### src/rtl/cpu_types_pkg.sv
// Shared CPU/bus types for the coherent bus controller.
//   word_t      : 32-bit bus word
//   ramstate_t  : memory handshake state returned by the RAM
//   bus_state_t : data-side coherence FSM states
//   wrap_inc    : modulo increment for round-robin pointers
package cpu_types_pkg;

  typedef logic [31:0] word_t;

  typedef enum logic [1:0] {
    FREE   = 2'd0,
    BUSY   = 2'd1,
    ACCESS = 2'd2,
    ERROR  = 2'd3
  } ramstate_t;

  typedef enum logic [2:0] {
    IDLE  = 3'd0,
    ARB   = 3'd1,
    SNOOP = 3'd2,
    MEMRD = 3'd3,
    C2C   = 3'd4,
    WB    = 3'd5,
    DONE  = 3'd6
  } bus_state_t;

  function automatic int wrap_inc(input int idx, input int n);
    return (idx + 1 >= n) ? 0 : idx + 1;
  endfunction

endpackage

### src/rtl/coherent_bus_ctrl_if.sv
// Bundle of every cache-side and RAM-side signal of the coherent bus.
//   master : controller view (drives waits/loads, snoop broadcast, RAM request)
//   slave  : caches + RAM view (drive requests, snoop replies, RAM response)
interface coherent_bus_ctrl_if #(
  parameter int CPUS = 2
);
  import cpu_types_pkg::*;

  // instruction fetch
  logic  [CPUS-1:0] iREN;
  word_t [CPUS-1:0] iaddr;
  logic  [CPUS-1:0] iwait;
  word_t [CPUS-1:0] iload;
  // data
  logic  [CPUS-1:0] dREN;
  logic  [CPUS-1:0] dWEN;
  word_t [CPUS-1:0] daddr;
  word_t [CPUS-1:0] dstore;
  logic  [CPUS-1:0] dwait;
  word_t [CPUS-1:0] dload;
  // snoop
  logic  [CPUS-1:0] ccwrite;
  logic  [CPUS-1:0] ccdirty;
  logic  [CPUS-1:0] ccwait;
  logic  [CPUS-1:0] ccinv;
  word_t            ccsnoopaddr;
  // RAM
  logic             ramREN;
  logic             ramWEN;
  word_t            ramaddr;
  word_t            ramstore;
  word_t            ramload;
  ramstate_t        ramstate;

  modport master (
    input  iREN, iaddr, dREN, dWEN, daddr, dstore, ccwrite, ccdirty, ramload, ramstate,
    output iwait, iload, dwait, dload, ccwait, ccinv, ccsnoopaddr,
           ramREN, ramWEN, ramaddr, ramstore
  );

  modport slave (
    output iREN, iaddr, dREN, dWEN, daddr, dstore, ccwrite, ccdirty, ramload, ramstate,
    input  iwait, iload, dwait, dload, ccwait, ccinv, ccsnoopaddr,
           ramREN, ramWEN, ramaddr, ramstore
  );

endinterface

### src/rtl/coherent_bus_ctrl_rr_arbiter.sv
// Combinational round-robin arbiter: the requester closest at or after
// i_ptr (wrapping modulo N) wins.
//   i_req   : request vector
//   i_ptr   : highest-priority index this round
//   o_gnt   : winning index
//   o_valid : any request present
module rr_arbiter #(
  parameter int N  = 2,
  parameter int IW = 1
)(
  input  logic [N-1:0]  i_req,
  input  logic [IW-1:0] i_ptr,
  output logic [IW-1:0] o_gnt,
  output logic          o_valid
);

  int w_best;

  // Distance from the pointer decides priority; smallest distance wins.
  always_comb begin
    o_gnt   = '0;
    o_valid = 1'b0;
    w_best  = N;
    for (int j = 0; j < N; j++) begin
      if (i_req[j] && (((j - int'(i_ptr)) + N) % N) < w_best) begin
        w_best  = ((j - int'(i_ptr)) + N) % N;
        o_gnt   = IW'(j);
        o_valid = 1'b1;
      end
    end
  end

endmodule

### src/rtl/coherent_bus_ctrl.sv
// Snooping coherence bus controller for CPUS L1 I/D cache pairs sharing one RAM.
// Data side: one block transaction at a time (read from memory, cache-to-cache
// transfer from a Modified owner, or eviction write-back), round-robin granted.
// Instruction side: single-word fetches that use the RAM whenever the data FSM
// is not driving it, with their own round-robin.
//   CLK  : clock
//   nRST : synchronous active-low reset
//   bus  : coherent_bus_ctrl_if.master (caches + RAM)
module coherent_bus_ctrl
  import cpu_types_pkg::*;
#(
  parameter int CPUS        = 2,
  parameter int BLOCK_WORDS = 2
)(
  input logic                 CLK,
  input logic                 nRST,
  coherent_bus_ctrl_if.master bus
);

  localparam int            IW        = (CPUS > 1) ? $clog2(CPUS) : 1;
  localparam int            KW        = (BLOCK_WORDS > 1) ? $clog2(BLOCK_WORDS) : 1;
  localparam word_t         BASE_MASK = ~word_t'(BLOCK_WORDS * 4 - 1);
  localparam logic [KW-1:0] LAST_K    = KW'(BLOCK_WORDS - 1);

  bus_state_t    r_state;
  logic [IW-1:0] r_ptr, r_gnt, r_owner;
  logic [KW-1:0] r_k;
  word_t         r_base;
  logic          r_wr, r_ccw;
  logic [IW-1:0] r_iptr, r_ignt;
  logic          r_ivld;

  logic [CPUS-1:0] w_dreq;
  logic [IW-1:0]   w_dgnt, w_igrr, w_ig, w_owner;
  logic            w_dvld, w_irr_vld, w_iact, w_dram, w_iuse, w_access, w_owner_vld;
  word_t           w_addr;

  assign w_dreq   = bus.dREN | bus.dWEN;
  assign w_access = (bus.ramstate == ACCESS);
  assign w_addr   = r_base + word_t'({r_k, 2'b00});
  assign w_dram   = (r_state == MEMRD) || (r_state == C2C) || (r_state == WB);

  rr_arbiter #(.N(CPUS), .IW(IW)) u_darb (
    .i_req   (w_dreq),
    .i_ptr   (r_ptr),
    .o_gnt   (w_dgnt),
    .o_valid (w_dvld)
  );

  rr_arbiter #(.N(CPUS), .IW(IW)) u_iarb (
    .i_req   (bus.iREN),
    .i_ptr   (r_iptr),
    .o_gnt   (w_igrr),
    .o_valid (w_irr_vld)
  );

  // Once a fetch has been put on the RAM it keeps its grant until ACCESS,
  // even if data traffic pre-empts the RAM in between.
  assign w_ig   = r_ivld ? r_ignt : w_igrr;
  assign w_iact = r_ivld | w_irr_vld;
  assign w_iuse = nRST & ~w_dram & w_iact;

  // Lowest-numbered snooped cache (other than the requester) holding the block dirty.
  always_comb begin
    w_owner     = '0;
    w_owner_vld = 1'b0;
    for (int i = CPUS - 1; i >= 0; i--) begin
      if (bus.ccdirty[i] && (IW'(i) != r_gnt)) begin
        w_owner     = IW'(i);
        w_owner_vld = 1'b1;
      end
    end
  end

  // Data coherence FSM
  always_ff @(posedge CLK) begin
    if (!nRST) begin
      r_state <= IDLE;
      r_ptr   <= '0;
      r_gnt   <= '0;
      r_owner <= '0;
      r_k     <= '0;
      r_base  <= '0;
      r_wr    <= 1'b0;
      r_ccw   <= 1'b0;
    end else begin
      case (r_state)
        IDLE: if (|w_dreq) r_state <= ARB;
        ARB: begin
          if (w_dvld) begin
            r_gnt  <= w_dgnt;
            r_base <= bus.daddr[w_dgnt] & BASE_MASK;
            r_wr   <= bus.dWEN[w_dgnt];
            r_ccw  <= bus.ccwrite[w_dgnt];
            r_k    <= '0;
            if (bus.dWEN[w_dgnt])  r_state <= WB;
            else if (CPUS == 1)    r_state <= MEMRD;
            else                   r_state <= SNOOP;
          end else begin
            // request withdrawn before it could be granted
            r_state <= IDLE;
          end
        end
        SNOOP: begin
          r_owner <= w_owner;
          r_state <= w_owner_vld ? C2C : MEMRD;
        end
        MEMRD, C2C, WB: begin
          // BUSY/ERROR leave k untouched so the same word is retried
          if (w_access) begin
            if (r_k == LAST_K) r_state <= DONE;
            else               r_k     <= r_k + KW'(1);
          end
        end
        DONE: begin
          r_ptr   <= IW'(wrap_inc(int'(r_gnt), CPUS));
          r_k     <= '0;
          r_state <= IDLE;
        end
        default: r_state <= IDLE;
      endcase
    end
  end

  // Instruction fetch grant tracking
  always_ff @(posedge CLK) begin
    if (!nRST) begin
      r_iptr <= '0;
      r_ignt <= '0;
      r_ivld <= 1'b0;
    end else if (w_iuse) begin
      if (w_access) begin
        r_ivld <= 1'b0;
        r_iptr <= IW'(wrap_inc(int'(w_ig), CPUS));
      end else begin
        r_ivld <= 1'b1;
        r_ignt <= w_ig;
      end
    end
  end

  // Bus outputs. Held at their idle values whenever nRST is low so caches
  // and RAM see a quiet bus for the whole reset window.
  always_comb begin
    bus.iwait       = '1;
    bus.dwait       = '1;
    bus.iload       = '0;
    bus.dload       = '0;
    bus.ccwait      = '0;
    bus.ccinv       = '0;
    bus.ccsnoopaddr = '0;
    bus.ramREN      = 1'b0;
    bus.ramWEN      = 1'b0;
    bus.ramaddr     = '0;
    bus.ramstore    = '0;
    if (nRST) begin
      // Snooped caches stay frozen (and invalidating, for exclusive requests)
      // from the snoop until the block transaction retires.
      if (!r_wr && (r_state == SNOOP || r_state == MEMRD ||
                    r_state == C2C   || r_state == DONE)) begin
        for (int i = 0; i < CPUS; i++) begin
          if (IW'(i) != r_gnt) begin
            bus.ccwait[i] = 1'b1;
            bus.ccinv[i]  = r_ccw;
          end
        end
        bus.ccsnoopaddr = r_base;
      end
      case (r_state)
        MEMRD: begin
          bus.ramREN  = 1'b1;
          bus.ramaddr = w_addr;
          if (w_access) begin
            bus.dload[r_gnt] = bus.ramload;
            bus.dwait[r_gnt] = 1'b0;
          end
        end
        C2C: begin
          // owner's data goes to the requester and to memory in the same beat
          bus.ramWEN   = 1'b1;
          bus.ramaddr  = w_addr;
          bus.ramstore = bus.dstore[r_owner];
          if (w_access) begin
            bus.dload[r_gnt]   = bus.dstore[r_owner];
            bus.dwait[r_gnt]   = 1'b0;
            bus.dwait[r_owner] = 1'b0;
          end
        end
        WB: begin
          bus.ramWEN   = 1'b1;
          bus.ramaddr  = w_addr;
          bus.ramstore = bus.dstore[r_gnt];
          if (w_access) bus.dwait[r_gnt] = 1'b0;
        end
        default: begin
          if (w_iuse) begin
            bus.ramREN  = 1'b1;
            bus.ramaddr = bus.iaddr[w_ig];
            if (w_access) begin
              bus.iwait[w_ig] = 1'b0;
              bus.iload[w_ig] = bus.ramload;
            end
          end
        end
      endcase
    end
  end

endmodule

### src/flat_wrapper.sv
// flat-port wrapper written by rule: the top's interface ports become plain ports
module coherent_bus_ctrl_flat import cpu_types_pkg::*;
#(
  parameter int CPUS        = 2,
  parameter int BLOCK_WORDS = 2
)
  (CLK, nRST, bus_iREN, bus_iaddr, bus_dREN, bus_dWEN, bus_daddr, bus_dstore, bus_ccwrite, bus_ccdirty, bus_ramload, bus_ramstate, bus_iwait, bus_iload, bus_dwait, bus_dload, bus_ccwait, bus_ccinv, bus_ccsnoopaddr, bus_ramREN, bus_ramWEN, bus_ramaddr, bus_ramstore);
  coherent_bus_ctrl_if #(.CPUS(CPUS)) bus_i ();
  input logic CLK;
  input logic nRST;
  input wire logic [$bits(bus_i.iREN)-1:0] bus_iREN;
  input wire logic [$bits(bus_i.iaddr)-1:0] bus_iaddr;
  input wire logic [$bits(bus_i.dREN)-1:0] bus_dREN;
  input wire logic [$bits(bus_i.dWEN)-1:0] bus_dWEN;
  input wire logic [$bits(bus_i.daddr)-1:0] bus_daddr;
  input wire logic [$bits(bus_i.dstore)-1:0] bus_dstore;
  input wire logic [$bits(bus_i.ccwrite)-1:0] bus_ccwrite;
  input wire logic [$bits(bus_i.ccdirty)-1:0] bus_ccdirty;
  input wire logic [$bits(bus_i.ramload)-1:0] bus_ramload;
  input wire logic [$bits(bus_i.ramstate)-1:0] bus_ramstate;
  output wire logic [$bits(bus_i.iwait)-1:0] bus_iwait;
  output wire logic [$bits(bus_i.iload)-1:0] bus_iload;
  output wire logic [$bits(bus_i.dwait)-1:0] bus_dwait;
  output wire logic [$bits(bus_i.dload)-1:0] bus_dload;
  output wire logic [$bits(bus_i.ccwait)-1:0] bus_ccwait;
  output wire logic [$bits(bus_i.ccinv)-1:0] bus_ccinv;
  output wire logic [$bits(bus_i.ccsnoopaddr)-1:0] bus_ccsnoopaddr;
  output wire logic [$bits(bus_i.ramREN)-1:0] bus_ramREN;
  output wire logic [$bits(bus_i.ramWEN)-1:0] bus_ramWEN;
  output wire logic [$bits(bus_i.ramaddr)-1:0] bus_ramaddr;
  output wire logic [$bits(bus_i.ramstore)-1:0] bus_ramstore;
  assign bus_i.iREN = bus_iREN;
  assign bus_i.iaddr = bus_iaddr;
  assign bus_i.dREN = bus_dREN;
  assign bus_i.dWEN = bus_dWEN;
  assign bus_i.daddr = bus_daddr;
  assign bus_i.dstore = bus_dstore;
  assign bus_i.ccwrite = bus_ccwrite;
  assign bus_i.ccdirty = bus_ccdirty;
  assign bus_i.ramload = bus_ramload;
  assign bus_i.ramstate = bus_ramstate;
  assign bus_iwait = bus_i.iwait;
  assign bus_iload = bus_i.iload;
  assign bus_dwait = bus_i.dwait;
  assign bus_dload = bus_i.dload;
  assign bus_ccwait = bus_i.ccwait;
  assign bus_ccinv = bus_i.ccinv;
  assign bus_ccsnoopaddr = bus_i.ccsnoopaddr;
  assign bus_ramREN = bus_i.ramREN;
  assign bus_ramWEN = bus_i.ramWEN;
  assign bus_ramaddr = bus_i.ramaddr;
  assign bus_ramstore = bus_i.ramstore;
  coherent_bus_ctrl #(.CPUS(CPUS), .BLOCK_WORDS(BLOCK_WORDS)) u_core (.CLK(CLK), .nRST(nRST), .bus(bus_i));
endmodule
### config.mk
export PLATFORM = sky130hd
export DESIGN_NAME = coherent_bus_ctrl_flat
export DESIGN_NICKNAME = d
export VERILOG_FILES = /design/src/rtl/cpu_types_pkg.sv /design/src/rtl/coherent_bus_ctrl_if.sv /design/src/rtl/coherent_bus_ctrl_rr_arbiter.sv /design/src/rtl/coherent_bus_ctrl.sv /design/src/flat_wrapper.sv
export SDC_FILE = /design/constraint.sdc
export NUM_CORES = 1
export LEC_CHECK = 0
export BUFFER_PORTS_ARGS = -buffer_cell sky130_fd_sc_hd__buf_2
export CORE_AREA = 2 2 182 184
export CTS_CLUSTER_SIZE = 10
export DETAILED_ROUTE_END_ITERATION = 10
export DIE_AREA = 0 0 184 186
export HOLD_SLACK_MARGIN = 0.06
export PLACE_DENSITY = 0.36
export SYNTH_ARGS = -nofsm -noshare
export SYNTH_HDL_FRONTEND = slang
export SYNTH_SLANG_ARGS = --single-unit
export TNS_END_PERCENT = 20
### constraint.sdc
create_clock -name CLK -period 4.65 [get_ports CLK]
set_input_delay 0.2325 -clock CLK [delete_from_list [all_inputs] [get_ports CLK]]
set_output_delay 0.2325 -clock CLK [all_outputs]
set_load 0.02 [all_outputs]
==> results of run 1 <==
[final cells by class]
class	instances	share of cell area (%)
multi-input cells	563	49.7
repair buffers	474	30.9
flip-flops and latches	41	10.6
well taps	408	6.58
clock buffers	6	1.66
inverters	7	0.338
clock inverters	1	0.113
diodes	1	0.0322
[registers in the layout (all words and copies together), names as in the netlist]
name / count
u_core.r_base: 29
u_core.r_state: 3
u_core.r_ccw: 1
u_core.r_gnt: 1
u_core.r_ignt: 1
u_core.r_iptr: 1
u_core.r_ivld: 1
u_core.r_k: 1
u_core.r_owner: 1
u_core.r_ptr: 1
u_core.r_wr: 1
[worst min path at each step]
stage                                                 to  depth (start not counted)  slack, ns                  startpoint
after floorplan              u_core.r_owner$_SDFFE_PN0N_                          2       0.39              bus_ccdirty[1]
after global placement        u_core.r_iptr$_SDFFE_PN0P_                          2       0.46  u_core.r_iptr$_SDFFE_PN0P_
after detailed placement      u_core.r_iptr$_SDFFE_PN0P_                          2       0.46  u_core.r_iptr$_SDFFE_PN0P_
after CTS                 u_core.r_base[24]$_SDFFE_PN0P_                          3       0.21               bus_daddr[56]
after global routing      u_core.r_base[16]$_SDFFE_PN0P_                          3       0.22               bus_daddr[16]
final                     u_core.r_base[19]$_SDFFE_PN0P_                          3       0.21               bus_daddr[51]
[worst min-delay path: cells and delay by family]
kind | cells | cell delay [ns]
compound gates | 1 | 0.11
buf+inv | 1 | 0.07
mux | 1 | 0.06
[cell families (layout without fill, tap and decap cells)]
| family | Yosys count | in the layout |
|---|---|---|
| AO/OA/AOI/OAI | 155 | 155 |
| flip-flops | 41 | 41 |
| multiplexers | 129 | 129 |
| buffers and inverters | 73 | 488 |
| other | 1 | 4 |
| AND/OR/NAND/NOR | 276 | 276 |
[layer usage]
layer	vias up	global-route usage, %
li1	3192	-
met1	2945	17.6
met2	313	29.4
met3	20	2.52
met4	0	3.01
met5	-	0
[layout by cell type, fill, tap and decap left out, types with 2 or more instances in the layout]
cell type,n
o32ai_1,2
inv_2,3
and3_1,2
dfxtp_1,39
nor3_1,3
a211oi_1,2
buf_4,12
clkbuf_16,5
dfxtp_2,2
conb_1,3
o2111ai_4,2
nor2_1,142
buf_2,462
a21oi_1,70
mux2i_1,96
and2_1,97
nor2_2,2
o2bb2ai_1,59
a221oi_1,2
nor2b_1,4
nand2b_1,5
nand2_1,12
inv_1,4
mux2_2,33
o21ai_0,2
[stage by stage]
step | power (µW) | setup slack [ns] | hold WS (ns)
global placement | 1970 | 1.67 | 0.459
floorplan | 1430 | 2.54 | 0.390
CTS | 2340 | 1.35 | 0.205
finish | 2280 | 1.35 | 0.215
detailed placement | 1980 | 1.67 | 0.463
global route | 2470 | 1.19 | 0.221
[synth_stat cells (all sizes together) (2+ instances only)]
| library cell | instances | area, µm² |
|---|---|---|
| mux2i | 96 | 961 |
| a21oi | 70 | 350 |
| o2111ai | 2 | 17.5 |
| and2 | 97 | 607 |
| mux2 | 33 | 372 |
| a211oi | 2 | 15.0 |
| inv | 7 | 26.3 |
| dfxtp | 41 | 821 |
| o2bb2ai | 59 | 517 |
| nor3 | 4 | 25.0 |
| o21ai | 3 | 15.0 |
| buf | 20 | 98.9 |
| o22ai | 2 | 12.5 |
| and3 | 2 | 12.5 |
| o32ai | 2 | 17.5 |
| a221oi | 2 | 17.5 |
| nor2 | 144 | 541 |
| nor2b | 4 | 25.0 |
| and3b | 2 | 17.5 |
| clkbuf | 46 | 173 |
| nand2 | 12 | 45.0 |
| nor3b | 2 | 26.3 |
| nand2b | 5 | 31.3 |
[power groups by stage]
stage                     clock network [µW]  logic (µW)  registers (µW)
after floorplan                            0         923             505
after global placement                     0        1390             578
after detailed placement                   0        1400             576
after CTS                                361        1400             571
after global routing                     378        1500             590
final                                    351        1360             570
==> impl_metrics.py, run 1 <==
metrics = {
    "run_status": {
        "status": "complete, no violations",
    },
    "drt": {
        "avgViaCountPerCell": 4.31,
        "wl_met2_um": 14200,
        "wl_per_cell_um": 18.5,
        "drc_errors": 0,
        "ant_nets": 0,
        "wl_met3_um": 1850,
        "via_count": 6470,
        "met1Wirelength_um": 11300,
        "first_iter_violations": 181,
        "wl_um": 27700,
        "drt-pass1-iter-count": 4,
        "top_layer": "met4",
    },
    "cts": {
        "cts_root_buf": "clkbuf_16",
        "h-tree-depth": 2,
        "cts_buffers": 5,
        "cts_setup_buffers": 0,
        "cts_tree": "done",
        "cts_sinks": 41,
        "clock_latency_ns": 0.29,
        "clkTransAtPathRegs_ns": 0.07,
        "cts-hold-fix-buffers": 0,
        "post_cts_resized": 0,
        "cts_buffer_depth": 2,
    },
    "final_layout": {
        "fill_cells": 3701,
        "syn2layout_area_growth_pct": 58.6,
        "final_area_mm2": 0.00776,
        "multi_input_area_mm2": 0.00386,
        "final_core_utilization_pct": 24.1,
        "regArea_um2": 823,
        "layout-drive-gt1-share_pct": 48.5,
        "fin_cells": 1501,
        "nNetsFinal": 1330,
    },
    "critical_path": {
        "required_ns": 4.42,
        "setup.worst_path.start": "u_core.r_state[2]$_SDFFE_PN0P_",
        "path_cells": "and3b_2 -> or4_4 -> nor3_4 -> buf_4 -> and2_1 -> buf_2",
        "cp.depth": 6,
        "r2r_start": "u_core.r_state[0]$_SDFFE_PN0P_",
        "cp-start-kind": "flip-flop",
        "slowest_stage": "or4_4",
        "crit_end": "bus_iload[31]",
        "cp_slowest_stage_delay_ns": 0.77,
        "worstReg2RegEnd": "u_core.r_base[5]$_SDFFE_PN0P_",
        "cp.arrival_ns": 3.06,
        "critical_path_buf_inv_count": 2,
        "ff2ff_path_depth": 4,
        "cp_max_fo": 38,
        "critical_path.top_delay_family": "simple AND/OR/NAND/NOR gates",
        "r2r_slack_ns": 2.15,
        "crit_type": "flip-flop to primary output",
        "cp-end-kind": "primary output",
    },
    "power": {
        "p_sw_uw": 1130,
        "p_seq_share_pct": 25.0,
        "p_clk_share_pct": 15.4,
        "powerDensity_mw_per_mm2": 294,
        "p_sw_share_pct": 49.6,
        "peakVddDrop_v": 0.000121,
        "leakagePower_uw": 0.00392,
        "p_int_uw": 1150,
        "p_comb_share_pct": 59.6,
    },
    "synth": {
        "synthArstFlopShare_pct": 0,
        "synth-compound-area-share_pct": 22.0,
        "synth.area.mux_share_pct": 27.2,
        "syn_area_per_cell_um2": 7.25,
        "synth_xor_area_share_pct": 0,
        "synth_top_family_by_area": "simple AND/OR/NAND/NOR gates",
        "synth-seq-cells": 41,
        "synth_area_mm2": 0.00489,
        "syn_inst": 675,
        "ys.warnings.count": 0,
        "ys.flop_type": "dfxtp_1",
        "synthDistinctLibCells": 47,
        "synth-edff-count": 0,
        "yosys.area_share.simple_pct": 27.8,
        "synth_seq_area_share_pct": 16.8,
        "yosys.area_share.adder_pct": 0,
    },
    "timing": {
        "worst_clock_skew_ns": 0.00617,
        "tightest_slew_ns": 1.13,
        "final.min_clock_period_ns": 3.30,
        "max_freq_ghz": 0.303,
        "finalHoldViolations": 0,
        "setup_violations": 0,
        "drv_slew": 0,
        "fin_crit_sh_pct": 70.9,
        "rsz0062_at_grt": "false",
        "fin_setup_tns_ns": 0,
        "slew_headroom_pct": 24.7,
    },
    "global_route": {
        "grt_remaining_overflow": 0,
        "grt_pass1_wl_um": 39100,
        "grt_max_degree": 39,
        "grt_usage_pct": 15.2,
        "grt_pass1_vias": 6218,
        "antenna_found_initial": 3,
    },
    "die": {
        "die_w_um": 184,
        "die_area_mm2": 0.0342,
        "num_rows": 66,
        "io_pins": 472,
        "core-area_mm2": 0.0322,
        "chipHeight_um": 186,
        "start_util_pct": 15.2,
    },
    "job": {
        "cap_viol_max_count": 0,
    },
    "placed_design": {
        "globalplace.congestion": 0.814,
        "placed_cell_area_mm2": 0.00762,
        "post-dp-hpwl_um": 22400,
        "dp.cells": 1493,
        "io_buffers": 462,
    },
    "worst_hold_path": {
        "hold_class": "input pin to flip-flop",
    },
}
Power figures use the tool's default switching activity.
==> run 2, diff against run 1 <==
--- a/config.mk
+++ b/config.mk
@@ -6,12 +6,12 @@
 export NUM_CORES = 1
 export LEC_CHECK = 0
 export BUFFER_PORTS_ARGS = -buffer_cell sky130_fd_sc_hd__buf_2
-export CORE_AREA = 2 2 182 184
+export CORE_AREA = 2 2 185 187
 export CTS_CLUSTER_SIZE = 10
 export DETAILED_ROUTE_END_ITERATION = 10
-export DIE_AREA = 0 0 184 186
+export DIE_AREA = 0 0 187 189
 export HOLD_SLACK_MARGIN = 0.06
-export PLACE_DENSITY = 0.36
+export PLACE_DENSITY = 0.37
 export SYNTH_ARGS = -nofsm -noshare
 export SYNTH_HDL_FRONTEND = slang
 export SYNTH_SLANG_ARGS = --single-unit
==> constraint.sdc (replaced) <==
create_clock -name CLK -period 2.87 [get_ports CLK]
set_input_delay 0.1435 -clock CLK [delete_from_list [all_inputs] [get_ports CLK]]
set_output_delay 0.1435 -clock CLK [all_outputs]
set_load 0.02 [all_outputs]
==> run 2 against run 1 <==
Effect of this change: cell count grew 3.7%; global-route usage shrank 0.48 points; combinational power grew 65%; power grew 65%; hold slack lost 0.099 ns; clock power grew 70%; sequential power grew 63%.
==> impl_metrics.py, run 2 (synthesis gave the netlist of run 1 again) <==
metrics = {
    "run_status": {
        "status": "complete, no violations",
    },
    "die": {
        "start_util_pct": 14.7,
        "io_pins": 472,
        "die_w_um": 187,
        "core-area_mm2": 0.0333,
        "num_rows": 67,
        "die_area_mm2": 0.0353,
        "chipHeight_um": 189,
    },
    "timing": {
        "setup_violations": 0,
        "rsz0062_at_grt": "false",
        "finalHoldViolations": 0,
        "tightest_slew_ns": 0.889,
        "final.min_clock_period_ns": 2.60,
        "drv_slew": 0,
        "fin_setup_tns_ns": 0,
        "max_freq_ghz": 0.384,
        "fin_crit_sh_pct": 90.6,
        "slew_headroom_pct": 40.7,
        "worst_clock_skew_ns": 0.00662,
    },
    "global_route": {
        "antenna_found_initial": 6,
        "grt_usage_pct": 14.8,
        "grt_remaining_overflow": 0,
        "grt_max_degree": 40,
        "grt_pass1_wl_um": 40300,
        "grt_pass1_vias": 6742,
    },
    "cts": {
        "h-tree-depth": 2,
        "clkTransAtPathRegs_ns": 0.07,
        "cts_sinks": 41,
        "cts_root_buf": "clkbuf_16",
        "clock_latency_ns": 0.29,
        "cts_buffer_depth": 2,
        "cts_tree": "done",
        "cts-hold-fix-buffers": 0,
        "post_cts_resized": 0,
        "cts_setup_buffers": 0,
        "cts_buffers": 5,
    },
    "drt": {
        "avgViaCountPerCell": 4.29,
        "drt-pass1-iter-count": 4,
        "ant_nets": 0,
        "drc_errors": 0,
        "first_iter_violations": 203,
        "wl_um": 27100,
        "via_count": 6685,
        "wl_per_cell_um": 17.4,
    },
    "critical_path": {
        "required_ns": 2.73,
        "cp.arrival_ns": 2.46,
        "cp-start-kind": "flip-flop",
        "cp-end-kind": "primary output",
        "cp_max_fo": 33,
        "r2r_slack_ns": 0.74,
        "ff2ff_path_depth": 5,
        "crit_type": "flip-flop to primary output",
    },
    "placed_design": {
        "placed_cell_area_mm2": 0.00779,
        "globalplace.congestion": 0.849,
        "post-dp-hpwl_um": 22100,
        "dp.cells": 1544,
        "io_buffers": 462,
    },
    "final_layout": {
        "syn2layout_area_growth_pct": 62.6,
        "regMostFlops": "u_core.r_base",
        "fin_cells": 1557,
        "nNetsFinal": 1341,
        "final_core_utilization_pct": 23.9,
        "largest_reg_flops": 29,
        "layout-drive-gt1-share_pct": 49.3,
        "final_area_mm2": 0.00796,
        "top_regs": "u_core.r_base (29), u_core.r_state (3)",
        "final_common_cell": "buf_2",
        "final_cell_mix": "buf_2, nor2_1, and2_1",
    },
    "power": {
        "p_sw_uw": 1820,
        "p_clk_share_pct": 15.9,
        "p_sw_share_pct": 48.3,
        "p_int_uw": 1950,
        "leakagePower_uw": 0.00399,
        "p_comb_share_pct": 59.4,
        "p_seq_share_pct": 24.7,
        "powerDensity_mw_per_mm2": 473,
        "peakVddDrop_v": 0.000219,
    },
    "worst_hold_path": {
        "hold_depth": 3,
        "hold_class": "input pin to flip-flop",
    },
    "job": {
        "cap_viol_max_count": 0,
    },
}
run 2: cell types whose count changed in the layout (fill, tap and decap cells not counted):
cell | before | now
dfxtp_1 | 39 | 38
clkinv_2 | 0 | 1
clkbuf_8 | 0 | 1
buf_4 | 12 | 20
diode_2 | 1 | 5
buf_12 | 0 | 3
dfxtp_2 | 2 | 3
clkbuf_1 | 1 | 0
run 2: worst max-delay path, stage by stage (launching register included):
cell and delay, ns:
dfxtp_1 0.44, and3b_2 0.25, or4_4 0.53, nor3b_4 0.20
buf_4 0.35, and2_1 0.19, buf_2 0.17
run 2: area by class of cell:
| class | count | area, µm² |
|---|---|---|
| antenna | 5 | 12.5 |
| clock buffer | 6 | 139 |
| clock inverter | 2 | 13.8 |
| fill | 3820 | 25300 |
| inverter | 7 | 26.3 |
| multi-input combinational | 563 | 3860 |
| sequential | 41 | 825 |
| tap | 448 | 561 |
| timing repair buffer | 485 | 2520 |
run 2: power groups by stage:
stage	sequential, µW	clock (µW)	combinational, µW
3_5_place_dp	935	0	2260
3_3_place_gp	944	0	2270
2_1_floorplan	818	0	1500
5_1_grt	956	654	2440
4_1_cts	928	638	2270
6_report	931	597	2240
run 2: per-layer routing:
layer	up-vias	share of wire (%)	global-route usage [%]
met1	3084	39	16.2
li1	3225	-	-
met3	32	6.6	3.10
met4	2	2.6	5.56
met5	-	0.048	0
met2	342	52	27.8
run 2: path summary, 6_finish.rpt:
kind / from / to
min reg2reg: u_core.r_iptr$_SDFFE_PN0P_ / u_core.r_iptr$_SDFFE_PN0P_
max reg2reg: u_core.r_state[2]$_SDFFE_PN0P_ / u_core.r_ignt$_SDFFE_PN0P_
min: bus_daddr[26] / u_core.r_base[26]$_SDFFE_PN0P_
max: u_core.r_state[2]$_SDFFE_PN0P_ / bus_iload[63]
run 2: stage by stage:
stage	hold slack [ns]	power [µW]	worst slack (ns)
final	0.116	3770	0.269
after global routing	0.115	4050	0.151
after CTS	0.101	3840	0.144
after detailed placement	0.415	3200	0.498
after global placement	0.407	3210	0.489
after floorplan	0.301	2310	0.846
==> run 3, diff against run 2 <==
--- a/config.mk
+++ b/config.mk
@@ -5,13 +5,17 @@
 export SDC_FILE = /design/constraint.sdc
 export NUM_CORES = 1
 export LEC_CHECK = 0
+export ABC_AREA = 1
 export BUFFER_PORTS_ARGS = -buffer_cell sky130_fd_sc_hd__buf_2
-export CORE_AREA = 2 2 185 187
+export CELL_PAD_IN_SITES_DETAIL_PLACEMENT = 1
+export CELL_PAD_IN_SITES_GLOBAL_PLACEMENT = 2
+export CORE_MARGIN = 2
+export CORE_UTILIZATION = 14
 export CTS_CLUSTER_SIZE = 10
 export DETAILED_ROUTE_END_ITERATION = 10
-export DIE_AREA = 0 0 187 189
 export HOLD_SLACK_MARGIN = 0.06
-export PLACE_DENSITY = 0.37
+export PLACE_DENSITY = 0.74
+export SETUP_SLACK_MARGIN = 0.1
 export SYNTH_ARGS = -nofsm -noshare
 export SYNTH_HDL_FRONTEND = slang
 export SYNTH_SLANG_ARGS = --single-unit
==> run 3 against run 2 <==
Effect of this change: die area up 9.2%; maximum frequency up 1.3%; first-iteration DRC count up 5.4%; sequential share of layout area down 0.26 points; utilization down 1.6 points; largest cell class unchanged.
==> impl_metrics.py, run 3 <==
metrics = {
    "run_status": {
        "status": "complete, no violations",
    },
    "die": {
        "die_area_mm2": 0.0386,
        "start_util_pct": 14.2,
        "num_rows": 70,
        "die_w_um": 196,
        "chipHeight_um": 196,
        "core-area_mm2": 0.0365,
        "io_pins": 472,
    },
    "critical_path": {
        "r2r_slack_ns": 0.89,
        "cpMostUsedCell": "nand2_4",
        "worstReg2RegEnd": "u_core.r_base[13]$_SDFFE_PN0P_",
        "cp_slowest_stage_delay_ns": 0.41,
        "crit_type": "flip-flop to primary output",
        "critical_path.top_delay_family": "buffers and inverters",
        "ff2ff_path_depth": 5,
        "slowest_stage": "dfxtp_1",
        "cp-start-kind": "flip-flop",
        "path_cells": "inv_1 -> nand2_4 -> nand2_4 -> inv_2 -> nand3_4 -> clkinvlp_4 -> buf_4 -> o21ai_0 -> o21ai_1 -> buf_2",
        "r2r_start": "u_core.r_state[0]$_SDFFE_PN0P_",
        "cp_max_fo": 12,
        "cp-end-kind": "primary output",
        "cp.arrival_ns": 2.42,
        "critical_path_buf_inv_count": 5,
        "setup.worst_path.start": "u_core.r_state[1]$_SDFFE_PN0P_",
        "required_ns": 2.73,
    },
    "drt": {
        "drc_errors": 0,
        "avgViaCountPerCell": 4.30,
        "wl_per_cell_um": 17.6,
        "ant_nets": 0,
        "via_count": 8248,
        "drt-pass1-iter-count": 4,
        "first_iter_violations": 214,
        "wl_um": 33800,
    },
    "final_layout": {
        "nNetsFinal": 1686,
        "top_regs": "u_core.r_base (29), u_core.r_state (3)",
        "largest_reg_flops": 29,
        "fill_cells": 4912,
        "regArea_um2": 823,
        "multi_input_area_mm2": 0.00347,
        "final_cell_mix": "buf_2, nor2_1, nand2_1",
        "layout-drive-gt1-share_pct": 36.6,
        "syn2layout_area_growth_pct": 57.1,
        "regMostFlops": "u_core.r_base",
        "final_core_utilization_pct": 22.3,
        "final_common_cell": "buf_2",
    },
    "cts": {
        "cts_root_buf": "clkbuf_16",
        "clock_latency_ns": 0.30,
        "cts-hold-fix-buffers": 0,
        "cts_sinks": 41,
        "h-tree-depth": 2,
        "cts_buffers": 5,
        "clkTransAtPathRegs_ns": 0.06,
        "cts_tree": "done",
        "cts_buffer_depth": 2,
    },
    "synth": {
        "synthDistinctLibCells": 28,
        "ys.warnings.count": 0,
        "synth-edff-count": 0,
        "synthArstFlopShare_pct": 0,
        "ys.flop_type": "dfxtp_1",
        "synth-seq-cells": 41,
        "yosysMostFrequentCell": "nor2_1",
        "syn_area_per_cell_um2": 5.05,
        "synth_area_mm2": 0.00519,
        "synth.top_cell.area_share_pct": 16.6,
        "synth_seq_area_share_pct": 15.8,
        "synth_area_leaders": "nor2_1, dfxtp_1, o21ai_0, nand2_1, inv_1",
        "synth_top_cell_by_area": "nor2_1",
        "ys_top_cells_by_count": "nor2_1, nand2_1, inv_1",
        "syn_inst": 1027,
    },
    "timing": {
        "worst_clock_skew_ns": 0.00700,
        "fin_crit_sh_pct": 89.4,
        "max_freq_ghz": 0.390,
        "tightest_slew_ns": 1.06,
        "rsz0062_at_grt": "false",
        "finalHoldViolations": 0,
        "final.min_clock_period_ns": 2.57,
        "slew_headroom_pct": 29.2,
        "drv_slew": 0,
        "fin_setup_tns_ns": 0,
        "setup_violations": 0,
    },
    "placed_design": {
        "post-dp-hpwl_um": 27000,
        "io_buffers": 462,
        "globalplace.congestion": 0.822,
    },
    "job": {
        "cap_viol_max_count": 0,
    },
    "global_route": {
        "grt_pass1_wl_um": 49700,
        "grt_remaining_overflow": 0,
        "antenna_found_initial": 5,
        "grt_pass1_vias": 8492,
        "grt_max_degree": 40,
        "grt_usage_pct": 16.6,
    },
    "worst_hold_path": {
        "min_from": "bus_daddr[8]",
        "hold_class": "input pin to flip-flop",
        "min_to": "u_core.r_base[8]$_SDFFE_PN0P_",
        "hold_depth": 3,
    },
    "power": {
        "powerDensity_mw_per_mm2": 455,
        "peakVddDrop_v": 0.000230,
        "p_total_uw": 3710,
        "leakagePower_uw": 0.00418,
    },
}
-- run 3: worst max-delay path by stage --
stage,end,slack [ns],cells past startpoint
2_1_floorplan,bus_iload[54],1.17,9
3_3_place_gp,bus_ramaddr[19],0.58,10
3_5_place_dp,bus_ramaddr[19],0.55,10
4_1_cts,bus_ramaddr[19],0.21,10
5_1_grt,bus_ramaddr[20],0.11,10
6_report,bus_ramaddr[20],0.30,10
-- run 3: area by class of cell --
class                   instances  area share, %
well taps                     468           7.19
multi-input cells             758           42.6
inverters                     153           7.09
flip-flops and latches         41           10.1
clock inverters                 3          0.215
repair buffers                489           31.2
diodes                          2         0.0614
clock buffers                   5           1.54
-- run 3: metrics by stage --
step	hold WS [ns]	instance area, µm²	instances	setup slack [ns]
after floorplan	0.312	5190	1029	1.17
after global placement	0.443	8000	1909	0.577
after detailed placement	0.456	8000	1909	0.550
after CTS	0.134	8140	1917	0.208
after global routing	0.160	8140	1917	0.108
final	0.147	8150	1919	0.303
-- run 3: timing repair --
action                     4_1_cts  5_1_grt
setup endpoints to repair        0        2
setup buffers                    0        0
gates resized for setup          0        1
hold endpoints to repair         0        0
-- run 3: cell families (layout without fill, tap and decap cells) --
family / count (synthesis) / after routing / synth area share [%]
simple gates: 495 / 495 / 39.3
buf+inv: 230 / 650 / 18.1
flops: 41 / 41 / 15.8
compound gates: 260 / 260 / 26.7
other cells: 1 / 5 / 0.0723
-- run 3: per-layer routing --
metal  GRT usage (%)  routed length [µm]  part of all wire [%]
met1            18.8               13900                    41
met2            31.1               16700                    50
met3            3.97                2460                   7.3
met4            4.43                 702                   2.1
met5               0                  34                  0.10
-- run 3: power by group --
group	internal (µW)	switching, µW	total, µW
Sequential	724	149	873
Combinational	695	1560	2250
Clock	320	264	584
Total	1740	1970	3710
-- run 3: worst register-to-register path, stage by stage (launching register included) --
cell     delay, ns
dfxtp_1       0.58
nand3_1       0.22
nor2_4        0.15
buf_4         0.24
nand2_2       0.31
o31ai_1       0.37
